===== src/rtl/alu_seq_pkg.sv =====
// Shared types for the sequential ALU core: opcodes, FSM states and the
// bit position used for the auxiliary (nibble) carry.
package alu_seq_pkg;

  typedef enum logic [3:0] {
    NOP, ADD, ADDC, SUBB, INC, DEC, AND, OR,
    XOR, CPL, RL, RLC, RR, RRC, MUL, DIV
  } opcode_e;

  typedef enum logic [1:0] {IDLE, ITER, DONE} state_e;

  localparam int AC_BIT = 3;

endpackage


===== src/rtl/alu_seq_if.sv =====
// Request/result handshake bundle between operand fetch and write-back.
interface alu_seq_if
  import alu_seq_pkg::*;
#(parameter int WIDTH = 8);
  logic             in_valid;
  logic             in_ready;
  opcode_e          op_code;
  logic [WIDTH-1:0] src1;
  logic [WIDTH-1:0] src2;
  logic             srcCy;
  logic             srcAc;
  logic             out_valid;
  logic             out_ready;
  logic [WIDTH-1:0] des1;
  logic [WIDTH-1:0] des2;
  logic             desCy;
  logic             desAc;
  logic             desOv;

  modport master (
    output in_valid, op_code, src1, src2, srcCy, srcAc, out_ready,
    input  in_ready, out_valid, des1, des2, desCy, desAc, desOv
  );

  modport slave (
    input  in_valid, op_code, src1, src2, srcCy, srcAc, out_ready,
    output in_ready, out_valid, des1, des2, desCy, desAc, desOv
  );
endinterface


===== src/rtl/alu_seq_muldiv.sv =====
// Iterative unsigned shift-add multiplier / restoring divider sharing one
// accumulator. hi/lo are the values the current iteration produces, so the
// caller can register the final result on the same edge that done is high.
module alu_seq_muldiv #(
  parameter int WIDTH = 8
) (
  input  logic             clk,
  input  logic             rst,
  input  logic             start,
  input  logic             is_div,
  input  logic [WIDTH-1:0] a,
  input  logic [WIDTH-1:0] b,
  output logic             done,
  output logic [WIDTH-1:0] hi,
  output logic [WIDTH-1:0] lo
);
  localparam int CW = $clog2(WIDTH);

  logic             busy, div;
  logic [CW-1:0]    cnt;
  logic [WIDTH-1:0] acc, q, bop;
  logic [WIDTH:0]   msum, sh, dtry;
  logic             fits;

  // Multiply shifts {acc,q} right; divide shifts it left and trial-subtracts.
  assign msum = {1'b0, acc} + (q[0] ? {1'b0, bop} : '0);
  assign sh   = {acc, q[WIDTH-1]};
  assign dtry = sh - {1'b0, bop};
  assign fits = ~dtry[WIDTH];

  always_comb begin
    if (div) begin
      hi = fits ? dtry[WIDTH-1:0] : sh[WIDTH-1:0];
      lo = {q[WIDTH-2:0], fits};
    end else begin
      hi = msum[WIDTH:1];
      lo = {msum[0], q[WIDTH-1:1]};
    end
  end

  assign done = busy && (cnt == CW'(WIDTH-1));

  always_ff @(posedge clk) begin
    if (!rst) begin
      busy <= 1'b0;
      div  <= 1'b0;
      cnt  <= '0;
      acc  <= '0;
      q    <= '0;
      bop  <= '0;
    end else if (start) begin
      busy <= 1'b1;
      div  <= is_div;
      cnt  <= '0;
      acc  <= '0;
      q    <= a;
      bop  <= b;
    end else if (busy) begin
      acc <= hi;
      q   <= lo;
      cnt <= cnt + 1'b1;
      if (done) busy <= 1'b0;
    end
  end
endmodule


===== src/rtl/alu_seq_core.sv =====
// Handshaked ALU: single-cycle logic/arithmetic ops plus iterative MUL/DIV,
// with results held in output registers until the consumer takes them.
module alu_seq_core
  import alu_seq_pkg::*;
#(
  parameter int WIDTH = 8
) (
  input logic    clk,
  input logic    rst,
  alu_seq_if.slave bus
);
  state_e           state;
  logic             accept, is_md, cin;
  logic [WIDTH:0]   sum, dif;
  logic [AC_BIT+1:0] nsum, ndif;
  logic [WIDTH-1:0] r1;
  logic             rcy, rac, rov;
  logic             md_done, md_div, md_ac, md_dz;
  logic [WIDTH-1:0] md_hi, md_lo;

  assign bus.in_ready = rst && (state == IDLE || (state == DONE && bus.out_ready));
  assign accept = bus.in_valid && bus.in_ready;
  assign is_md  = (bus.op_code == MUL) || (bus.op_code == DIV);

  assign cin  = (bus.op_code == ADDC) && bus.srcCy;
  assign sum  = {1'b0, bus.src1} + {1'b0, bus.src2} + {{WIDTH{1'b0}}, cin};
  assign dif  = {1'b0, bus.src1} - {1'b0, bus.src2} - {{WIDTH{1'b0}}, bus.srcCy};
  assign nsum = {1'b0, bus.src1[AC_BIT:0]} + {1'b0, bus.src2[AC_BIT:0]}
              + {{(AC_BIT+1){1'b0}}, cin};
  assign ndif = {1'b0, bus.src1[AC_BIT:0]} - {1'b0, bus.src2[AC_BIT:0]}
              - {{(AC_BIT+1){1'b0}}, bus.srcCy};

  always_comb begin
    r1  = bus.src1;
    rcy = bus.srcCy;
    rac = bus.srcAc;
    rov = 1'b0;
    case (bus.op_code)
      ADD, ADDC: begin
        r1  = sum[WIDTH-1:0];
        rcy = sum[WIDTH];
        rac = nsum[AC_BIT+1];
        rov = (bus.src1[WIDTH-1] == bus.src2[WIDTH-1]) && (sum[WIDTH-1] != bus.src1[WIDTH-1]);
      end
      SUBB: begin
        r1  = dif[WIDTH-1:0];
        rcy = dif[WIDTH];
        rac = ndif[AC_BIT+1];
        rov = (bus.src1[WIDTH-1] != bus.src2[WIDTH-1]) && (dif[WIDTH-1] != bus.src1[WIDTH-1]);
      end
      INC: r1 = bus.src1 + WIDTH'(1);
      DEC: r1 = bus.src1 - WIDTH'(1);
      AND: r1 = bus.src1 & bus.src2;
      OR:  r1 = bus.src1 | bus.src2;
      XOR: r1 = bus.src1 ^ bus.src2;
      CPL: r1 = ~bus.src1;
      RL:  r1 = {bus.src1[WIDTH-2:0], bus.src1[WIDTH-1]};
      RR:  r1 = {bus.src1[0], bus.src1[WIDTH-1:1]};
      RLC: begin
        r1  = {bus.src1[WIDTH-2:0], bus.srcCy};
        rcy = bus.src1[WIDTH-1];
      end
      RRC: begin
        r1  = {bus.srcCy, bus.src1[WIDTH-1:1]};
        rcy = bus.src1[0];
      end
      default: ;
    endcase
  end

  alu_seq_muldiv #(.WIDTH(WIDTH)) u_muldiv (
    .clk    (clk),
    .rst    (rst),
    .start  (accept && is_md),
    .is_div (bus.op_code == DIV),
    .a      (bus.src1),
    .b      (bus.src2),
    .done   (md_done),
    .hi     (md_hi),
    .lo     (md_lo)
  );

  // Result registers change only on accept, MUL/DIV completion or reset.
  always_ff @(posedge clk) begin
    if (!rst) begin
      state         <= IDLE;
      bus.out_valid <= 1'b0;
      bus.des1      <= '0;
      bus.des2      <= '0;
      bus.desCy     <= 1'b0;
      bus.desAc     <= 1'b0;
      bus.desOv     <= 1'b0;
      md_div        <= 1'b0;
      md_ac         <= 1'b0;
      md_dz         <= 1'b0;
    end else begin
      case (state)
        IDLE, DONE: begin
          if (accept && is_md) begin
            state         <= ITER;
            bus.out_valid <= 1'b0;
            md_div        <= (bus.op_code == DIV);
            md_ac         <= bus.srcAc;
            md_dz         <= (bus.src2 == '0);
          end else if (accept) begin
            state         <= DONE;
            bus.out_valid <= 1'b1;
            bus.des1      <= r1;
            bus.des2      <= '0;
            bus.desCy     <= rcy;
            bus.desAc     <= rac;
            bus.desOv     <= rov;
          end else if (state == DONE && bus.out_ready) begin
            state         <= IDLE;
            bus.out_valid <= 1'b0;
          end
        end
        ITER: begin
          if (md_done) begin
            state         <= DONE;
            bus.out_valid <= 1'b1;
            bus.des1      <= md_lo;
            bus.des2      <= md_hi;
            bus.desCy     <= 1'b0;
            bus.desAc     <= md_ac;
            bus.desOv     <= md_div ? md_dz : (md_hi != '0);
          end
        end
        default: state <= IDLE;
      endcase
    end
  end
endmodule


===== src/flat_wrapper.sv =====
// flat-port wrapper written by rule: the top's interface ports become plain ports
module alu_seq_core_flat import alu_seq_pkg::*;
#(
  parameter int WIDTH = 8
)
  (clk, rst, bus_in_valid, bus_op_code, bus_src1, bus_src2, bus_srcCy, bus_srcAc, bus_out_ready, bus_in_ready, bus_out_valid, bus_des1, bus_des2, bus_desCy, bus_desAc, bus_desOv);
  alu_seq_if #(.WIDTH(WIDTH)) bus_i ();
  input logic clk;
  input logic rst;
  input wire logic [$bits(bus_i.in_valid)-1:0] bus_in_valid;
  input wire logic [$bits(bus_i.op_code)-1:0] bus_op_code;
  input wire logic [$bits(bus_i.src1)-1:0] bus_src1;
  input wire logic [$bits(bus_i.src2)-1:0] bus_src2;
  input wire logic [$bits(bus_i.srcCy)-1:0] bus_srcCy;
  input wire logic [$bits(bus_i.srcAc)-1:0] bus_srcAc;
  input wire logic [$bits(bus_i.out_ready)-1:0] bus_out_ready;
  output wire logic [$bits(bus_i.in_ready)-1:0] bus_in_ready;
  output wire logic [$bits(bus_i.out_valid)-1:0] bus_out_valid;
  output wire logic [$bits(bus_i.des1)-1:0] bus_des1;
  output wire logic [$bits(bus_i.des2)-1:0] bus_des2;
  output wire logic [$bits(bus_i.desCy)-1:0] bus_desCy;
  output wire logic [$bits(bus_i.desAc)-1:0] bus_desAc;
  output wire logic [$bits(bus_i.desOv)-1:0] bus_desOv;
  assign bus_i.in_valid = bus_in_valid;
  assign bus_i.op_code = bus_op_code;
  assign bus_i.src1 = bus_src1;
  assign bus_i.src2 = bus_src2;
  assign bus_i.srcCy = bus_srcCy;
  assign bus_i.srcAc = bus_srcAc;
  assign bus_i.out_ready = bus_out_ready;
  assign bus_in_ready = bus_i.in_ready;
  assign bus_out_valid = bus_i.out_valid;
  assign bus_des1 = bus_i.des1;
  assign bus_des2 = bus_i.des2;
  assign bus_desCy = bus_i.desCy;
  assign bus_desAc = bus_i.desAc;
  assign bus_desOv = bus_i.desOv;
  alu_seq_core #(.WIDTH(WIDTH)) u_core (.clk(clk), .rst(rst), .bus(bus_i));
endmodule

===== config.mk =====
export PLATFORM = sky130hd
export DESIGN_NAME = alu_seq_core_flat
export DESIGN_NICKNAME = d
export VERILOG_FILES = /design/src/rtl/alu_seq_pkg.sv /design/src/rtl/alu_seq_if.sv /design/src/rtl/alu_seq_muldiv.sv /design/src/rtl/alu_seq_core.sv /design/src/flat_wrapper.sv
export SDC_FILE = /design/constraint.sdc
export NUM_CORES = 1
export LEC_CHECK = 0
export ABC_AREA = 1
export BUFFER_PORTS_ARGS = -buffer_cell sky130_fd_sc_hd__buf_4
export CAP_MARGIN = 40
export CORE_AREA = 2 2 134 136
export DETAILED_ROUTE_END_ITERATION = 8
export DIE_AREA = 0 0 136 138
export SETUP_SLACK_MARGIN = 0.15
export SYNTH_ARGS = -nofsm -noshare
export SYNTH_HDL_FRONTEND = slang
export SYNTH_SLANG_ARGS = --single-unit

===== constraint.sdc =====
create_clock -name clk -period 3 [get_ports clk]
set_input_delay 0.45 -clock clk [delete_from_list [all_inputs] [get_ports clk]]
set_output_delay 0.45 -clock clk [all_outputs]
set_load 0.01 [all_outputs]

Yosys cells after proc, flatten, opt, wreduce, memory -nomap -nowiden
Index checks and enable logic that the tools add are counted.
W data, S select, Z words.
Cells by class
  divide/modulo/power cells: 0
  bitwise logic cells: 6
  equality and inequality tests: 26
  reduce and logical (&&, ||, !) cells: 22
  magnitude comparators: 0
  $mul: 0
  add/subtract/negate cells: 13
  muxes and demuxes: 44
  shifts and indexed selects: 0
Operators by type and width (count)
  $mux W8: 12
  $pmux W8 S12: 1
  $eq A4 B4 Y1 const B: 8
  $pmux W8 S2: 2
  $mux W1: 17
  $eq A4 B3 Y1 const B: 4
  $pmux W1 S2: 6
  $add A8 B8 Y9: 1
  $add A8 B9 Y9: 1
  $add A9 B1 Y9: 1
  $sub A8 B8 Y9: 1
  $sub A9 B1 Y9: 1
  $sub A9 B8 Y9: 1
  $add A8 B1 Y8 const B: 1
  $and A8 B8 Y8: 1
  $eq A4 B2 Y1 const B: 2
  $logic_and A1 B1 Y1: 8
  $logic_not A8 Y1: 1
  $mux W2: 4
  $not A8 Y8: 1
  $or A8 B8 Y8: 1
  $reduce_bool A8 Y1: 1
  $sub A8 B1 Y8 const B: 1
  $xor A8 B8 Y8: 1
  other kinds (24): 33
Storage, ports and cells
  input bits: 26
  flip-flop bits (word level): 54
  logic and storage cells: 127
  memories kept: 0
  latch bits: 0
  bits in read-only memories: 0
  RAM bits: 0

Depth between registers and ports, before layout
  depth after elaboration: 9
  depth in mapped cells: 19

Cells and area by module
Synthesis repeated with hierarchy kept, for this count alone.
Second synthesis, totals
  cells, all modules: 880
  area, all modules: 5459.0 um^2
By module, submodules not included
  alu_seq_core: area each 3089.2 um^2, times used 1, sequential area each 500.5 um^2, cells an instance 509
  alu_seq_muldiv: area each 2369.8 um^2, times used 1, sequential area each 580.6 um^2, cells an instance 371

Worst setup path after synthesis
OpenSTA, ideal clock, no wires.
  path kind: input -> register
  start point: in bus_op_code[1]
  end point: reg u_core.bus.des1[4]
  library setup time: 0.132 ns
  cell stages on the path: 16
  data arrival time: 2.426 ns
  buffers on the path: 1
  path slack: 0.442 ns
  cell sequence: buf_6 -> inv_2 -> nor2_1 -> nand3_1 -> fa_1 -> fa_1 -> inv_1 -> nand2_1 -> nand2_1 -> a21oi_1 -> o21ai_0 -> a21oi_1 -> nor3_1 -> o211ai_1 -> nand2_1 -> a21oi_1
Between the ends
  longest elaborated chain between the ends: 7
  elaborated cells on any way between the ends: 26
  classes of those cells: add/sub (1); eq/ne (16); mux (4); reduce/logical (5)
RTL lines
  from (decl): RTL line flat_wrapper.sv:11  | input wire logic [$bits(bus_i.op_code)-1:0] bus_op_code;
  $eq A4 B2 Y1: RTL line alu_seq_core.sv:25, alu_seq_core.sv:38
  $logic_and A1 B1 Y1: RTL line alu_seq_core.sv:25  | assign cin = (bus.op_code == ADDC) && bus.srcCy;
  $add A9 B1 Y9: RTL line alu_seq_core.sv:26  | assign sum = {1'b0, bus.src1} + {1'b0, bus.src2} + {{WIDTH{1'b0}}, cin};
  $pmux W8 S12: RTL line alu_seq_core.sv:38  | case (bus.op_code)
  $mux W8: RTL line alu_seq_core.sv:105  | end else if (accept) begin
  $mux W8: RTL line alu_seq_core.sv:99  | if (accept && is_md) begin
  $pmux W8 S2: RTL line alu_seq_core.sv:97  | case (state)
  to (signal assigned): RTL line alu_seq_core.sv:108  | bus.des1 <= r1;
  to (signal assigned): RTL line alu_seq_core.sv:122  | bus.des1 <= md_lo;
  to (decl): RTL line alu_seq_if.sv:27  | output in_ready, out_valid, des1, des2, desCy, desAc, desOv
Several ways; a longest one is shown, not always the timed one. The select of a mux whose other input is x is not followed.
A chain may end at the register's enable or synchronous reset.

Worst setup path after layout
  start point: reg u_core.u_muldiv.q[7]
  end point: reg u_core.bus.desOv
Between the ends
  longest elaborated chain between the ends: 7
RTL lines
  from (decl): RTL line alu_seq_muldiv.sv:21  | logic [WIDTH-1:0] acc, q, bop;
  from (signal assigned): RTL line alu_seq_muldiv.sv:60  | q <= lo;
  $sub A9 B8 Y9: RTL line alu_seq_muldiv.sv:28  | assign dtry = sh - {1'b0, bop};
  $mux W8 (*): RTL line alu_seq_muldiv.sv:33  | hi = fits ? dtry[WIDTH-1:0] : sh[WIDTH-1:0];
  $mux W8 (*): RTL line alu_seq_muldiv.sv:32  | if (div) begin
  $reduce_bool A8 Y1 (*): RTL line alu_seq_core.sv:126  | bus.desOv <= md_div ? md_dz : (md_hi != '0);
  $mux W1 (*): RTL line alu_seq_core.sv:126
  $mux W1 (*): RTL line alu_seq_core.sv:119  | if (md_done) begin
  $pmux W1 S2 (*): RTL line alu_seq_core.sv:97
  to (signal assigned): RTL line alu_seq_core.sv:112  | bus.desOv <= rov;
  to (signal assigned): RTL line alu_seq_core.sv:126
  to (decl): RTL line alu_seq_if.sv:27
Mark *: on every way between the ends. The rest lies on a longest branch, timed or not. The select of a mux whose other input is x is not followed.

==> reports/qor.csv <==
metric,value,unit
clk_pin_slew,0.08,ns
insertion_delay,0.30,ns
grt_overflow,0,
path_common_cell,nand2_1,
synth-main-ff-cell,dfxtp_1,
ys_top_cells_by_area,"dfxtp_1, nand2_1, ha_1",
synth_cell_types,49,
rsz0062_at_grt,false,
cp_slowest_stage_delay,0.42,ns
dp_cells,1073,
antenna_cells,0,
worstSetupPathType,register to register,
yosys-top-cells-count,"nand2_1, inv_1, a21oi_1, o21ai_0, dfxtp_1",
drt_pre_antenna_iters,5,
relSlewSlack,0.537,
yosysMostFrequentCell,nand2_1,
drt_iter0_markers,552,
fillCellCount,1982,
crit_chain,inv_1 > ha_1 > inv_1 > fa_2 > nand3_1 > nand3_1 > nand2_1 > nand2_1 > nand2_1 > nand2_2 > nand2_1 > nand3_1 > nand2_1 > nand2_1 > nor2_1 > nand3_1 > nand2_1 > a21oi_1,
ir_worst_vdd,0.225,mV
period_share,0.871,
holdCritPathClass,register to register,
drt_wl_total,16800,um
numCtsBuffers,5,
max_slew.worst_pin.slew,0.694,ns
cts_tree,yes,
synth_top_cell_area_share,0.213,
period_minus_slack,2.61,ns
max_clock_freq,0.383,GHz
maxSlewViolCount,0,
drc,0,
tns,0,ns
die_area,0.0188,mm^2
antenna_found_initial,0,
status,"finished, final reports clean",
syn_avg_cell_area,6.36,um^2
final-setup-viol-count,0,
synth_cells,800,
min_from,u_core.bus.des2[6]$_SDFFE_PN0P_,
yosysTopAreaCell,dfxtp_1,
cts_max_path_buffers,2,
ios,47,
grt.total_usage,0.180,
grt_pass1_wl,27200,um
max-cap-violations,0,
leakagePower,2.84,nW
cp_data_required_time,3.18,ns
critPathMaxFanout,7,
die_h,138,um
cts-htree-levels,2,
cts_root_buf,clkbuf_16,
yosysSeqAreaShare,0.213,
hold_viol_final,0,
syn-num-nets,881,
drive_above_1_share,0.114,
finalNetCount,932,
startpoint_type,register,
ys_async_sr_fraction,0,
synth_area,0.00509,mm^2
grt_pass1_vias,5224,
gp_congestion,0.929,
die_w,136,um
synth-edff-count,0,
yosys_warnings,0,
ys_ff_latch,54,
antenna_left,0,
via_count,5495,
coreArea,0.0175,mm^2
final_cells,1081,
r2r_start,u_core.u_muldiv.q[7]$_SDFFE_PN0P_,
worstSetupEndpointType,register,
portBuffers,46,
clock_sinks,54,
via_per_inst,5.08,
syn2layout_area_growth,16.2,%
finClkSkew,0.0124,ns
power_density,339,mW/mm^2
grt_max_degree,27,
wl_per_cell,15.6,um
hpwlAfterDp,13600,um
cts_hold_buf,0,
initial_utilization,0.290,
cp-startpoint,u_core.u_muldiv.q[7]$_SDFFE_PN0P_,
crit_arrival,2.79,ns
cp_slowest_cell,fa_2,
rows,49,
[placed cells by master (no fill, tap or decap), types with 4 or more instances in the layout]
cell	n
dfxtp_1	54
clkinv_1	4
buf_4	62
nand2_2	6
a31oi_1	4
nand3_1	52
nor2_2	4
o22ai_1	23
a21oi_1	67
o21ai_0	60
a22oi_1	7
xnor2_1	5
inv_2	4
xor2_1	10
nor3_1	11
ha_1	49
fa_1	5
clkbuf_16	5
nor2_1	39
nand2_1	193
inv_1	130
nand4_1	9
o211ai_1	6
[state kept, by name, summed over array words and instances, names as in the netlist]
| signal | count |
|---|---|
| u_core.u_muldiv.cnt | 3 |
| u_core.bus.desCy | 1 |
| u_core.u_muldiv.bop | 8 |
| u_core.bus.des1 | 8 |
| u_core.bus.out_valid | 1 |
| u_core.u_muldiv.div | 1 |
| u_core.u_muldiv.busy | 1 |
| u_core.md_dz | 1 |
| u_core.md_ac | 1 |
| u_core.bus.desOv | 1 |
| u_core.u_muldiv.acc | 8 |
| u_core.bus.des2 | 8 |
| u_core.md_div | 1 |
| u_core.u_muldiv.q | 8 |
| u_core.bus.desAc | 1 |
| u_core.state | 2 |
[layer usage]
layer,up-vias,track usage,share of wire
li1,2753,-,-
met1,2547,0.241,0.46
met2,172,0.310,0.48
met3,23,0.0183,0.046
met4,0,0.0450,0.018
met5,-,0,0
[what timing repair did]
action | 4_1_cts | 5_1_grt
setup buffers | 0 | 0
resized for setup | 0 | 1
endpoints found under the setup margin | 0 | 1
[critical path, delay by kind of cell, from the launching register on]
family,cells,cell delay [ns]
fa+ha+maj,2,0.58
simple gates,13,1.39
compound gates,1,0.05
buf+inv,2,0.16
flops,1,0.31
[layout make-up]
| cell class | count | area [um^2] | share of cell area |
|---|---|---|---|
| Clock buffer | 5 | 125 | 0.0212 |
| Multi-Input combinational cell | 590 | 3400 | 0.576 |
| Inverter | 138 | 518 | 0.0877 |
| Clock inverter | 3 | 28.8 | 0.00487 |
| Timing Repair Buffer | 62 | 465 | 0.0788 |
| Sequential cell | 54 | 1080 | 0.183 |
| Tap cell | 229 | 287 | 0.0485 |
[cell families after synthesis]
family	after synthesis	share of synthesized area
AO/OA/AOI/OAI	191	0.216
XOR/XNOR	15	0.0258
buffers and inverters	156	0.119
flip-flops	54	0.213
adder cells (fa/ha/maj)	55	0.144
multiplexers	1	0.00197
AND/OR/NAND/NOR	328	0.281
[stage by stage]
step	hold WS, ns	utilization	setup WS (ns)	power, W	cell area (um^2)
floorplan	0.440	-	0.442	0.00119	5090
global placement	0.454	0.328	0.178	0.00140	5750
detailed placement	0.458	0.328	0.160	0.00140	5750
CTS	0.470	0.337	0.328	0.00201	5910
global route	0.489	0.337	0.151	0.00212	5910
finish	0.465	0.337	0.387	0.00200	5910
[report_power, final]
| group | leakage, nW | switching [W] | internal [W] | total [W] |
|---|---|---|---|---|
| Clock | 0.0759 | 0.000296 | 0.000319 | 0.000616 |
| Sequential | 0.437 | 0.0000204 | 0.000738 | 0.000758 |
| Combinational | 2.33 | 0.000402 | 0.000227 | 0.000629 |
| Total | 2.84 | 0.000719 | 0.00128 | 0.00200 |
[worst paths after layout]
kind                                                        end  slack (ns)  depth (start not counted)
worst max register to register    u_core.bus.desOv$_SDFFE_PN0P_        0.39                         18
worst min register to register  u_core.bus.des2[6]$_SDFFE_PN0P_        0.47                          2
worst min-delay path            u_core.bus.des2[6]$_SDFFE_PN0P_        0.47                          2
worst max-delay path              u_core.bus.desOv$_SDFFE_PN0P_        0.39                         18
Note: power is estimated with default switching activity, not from simulation.
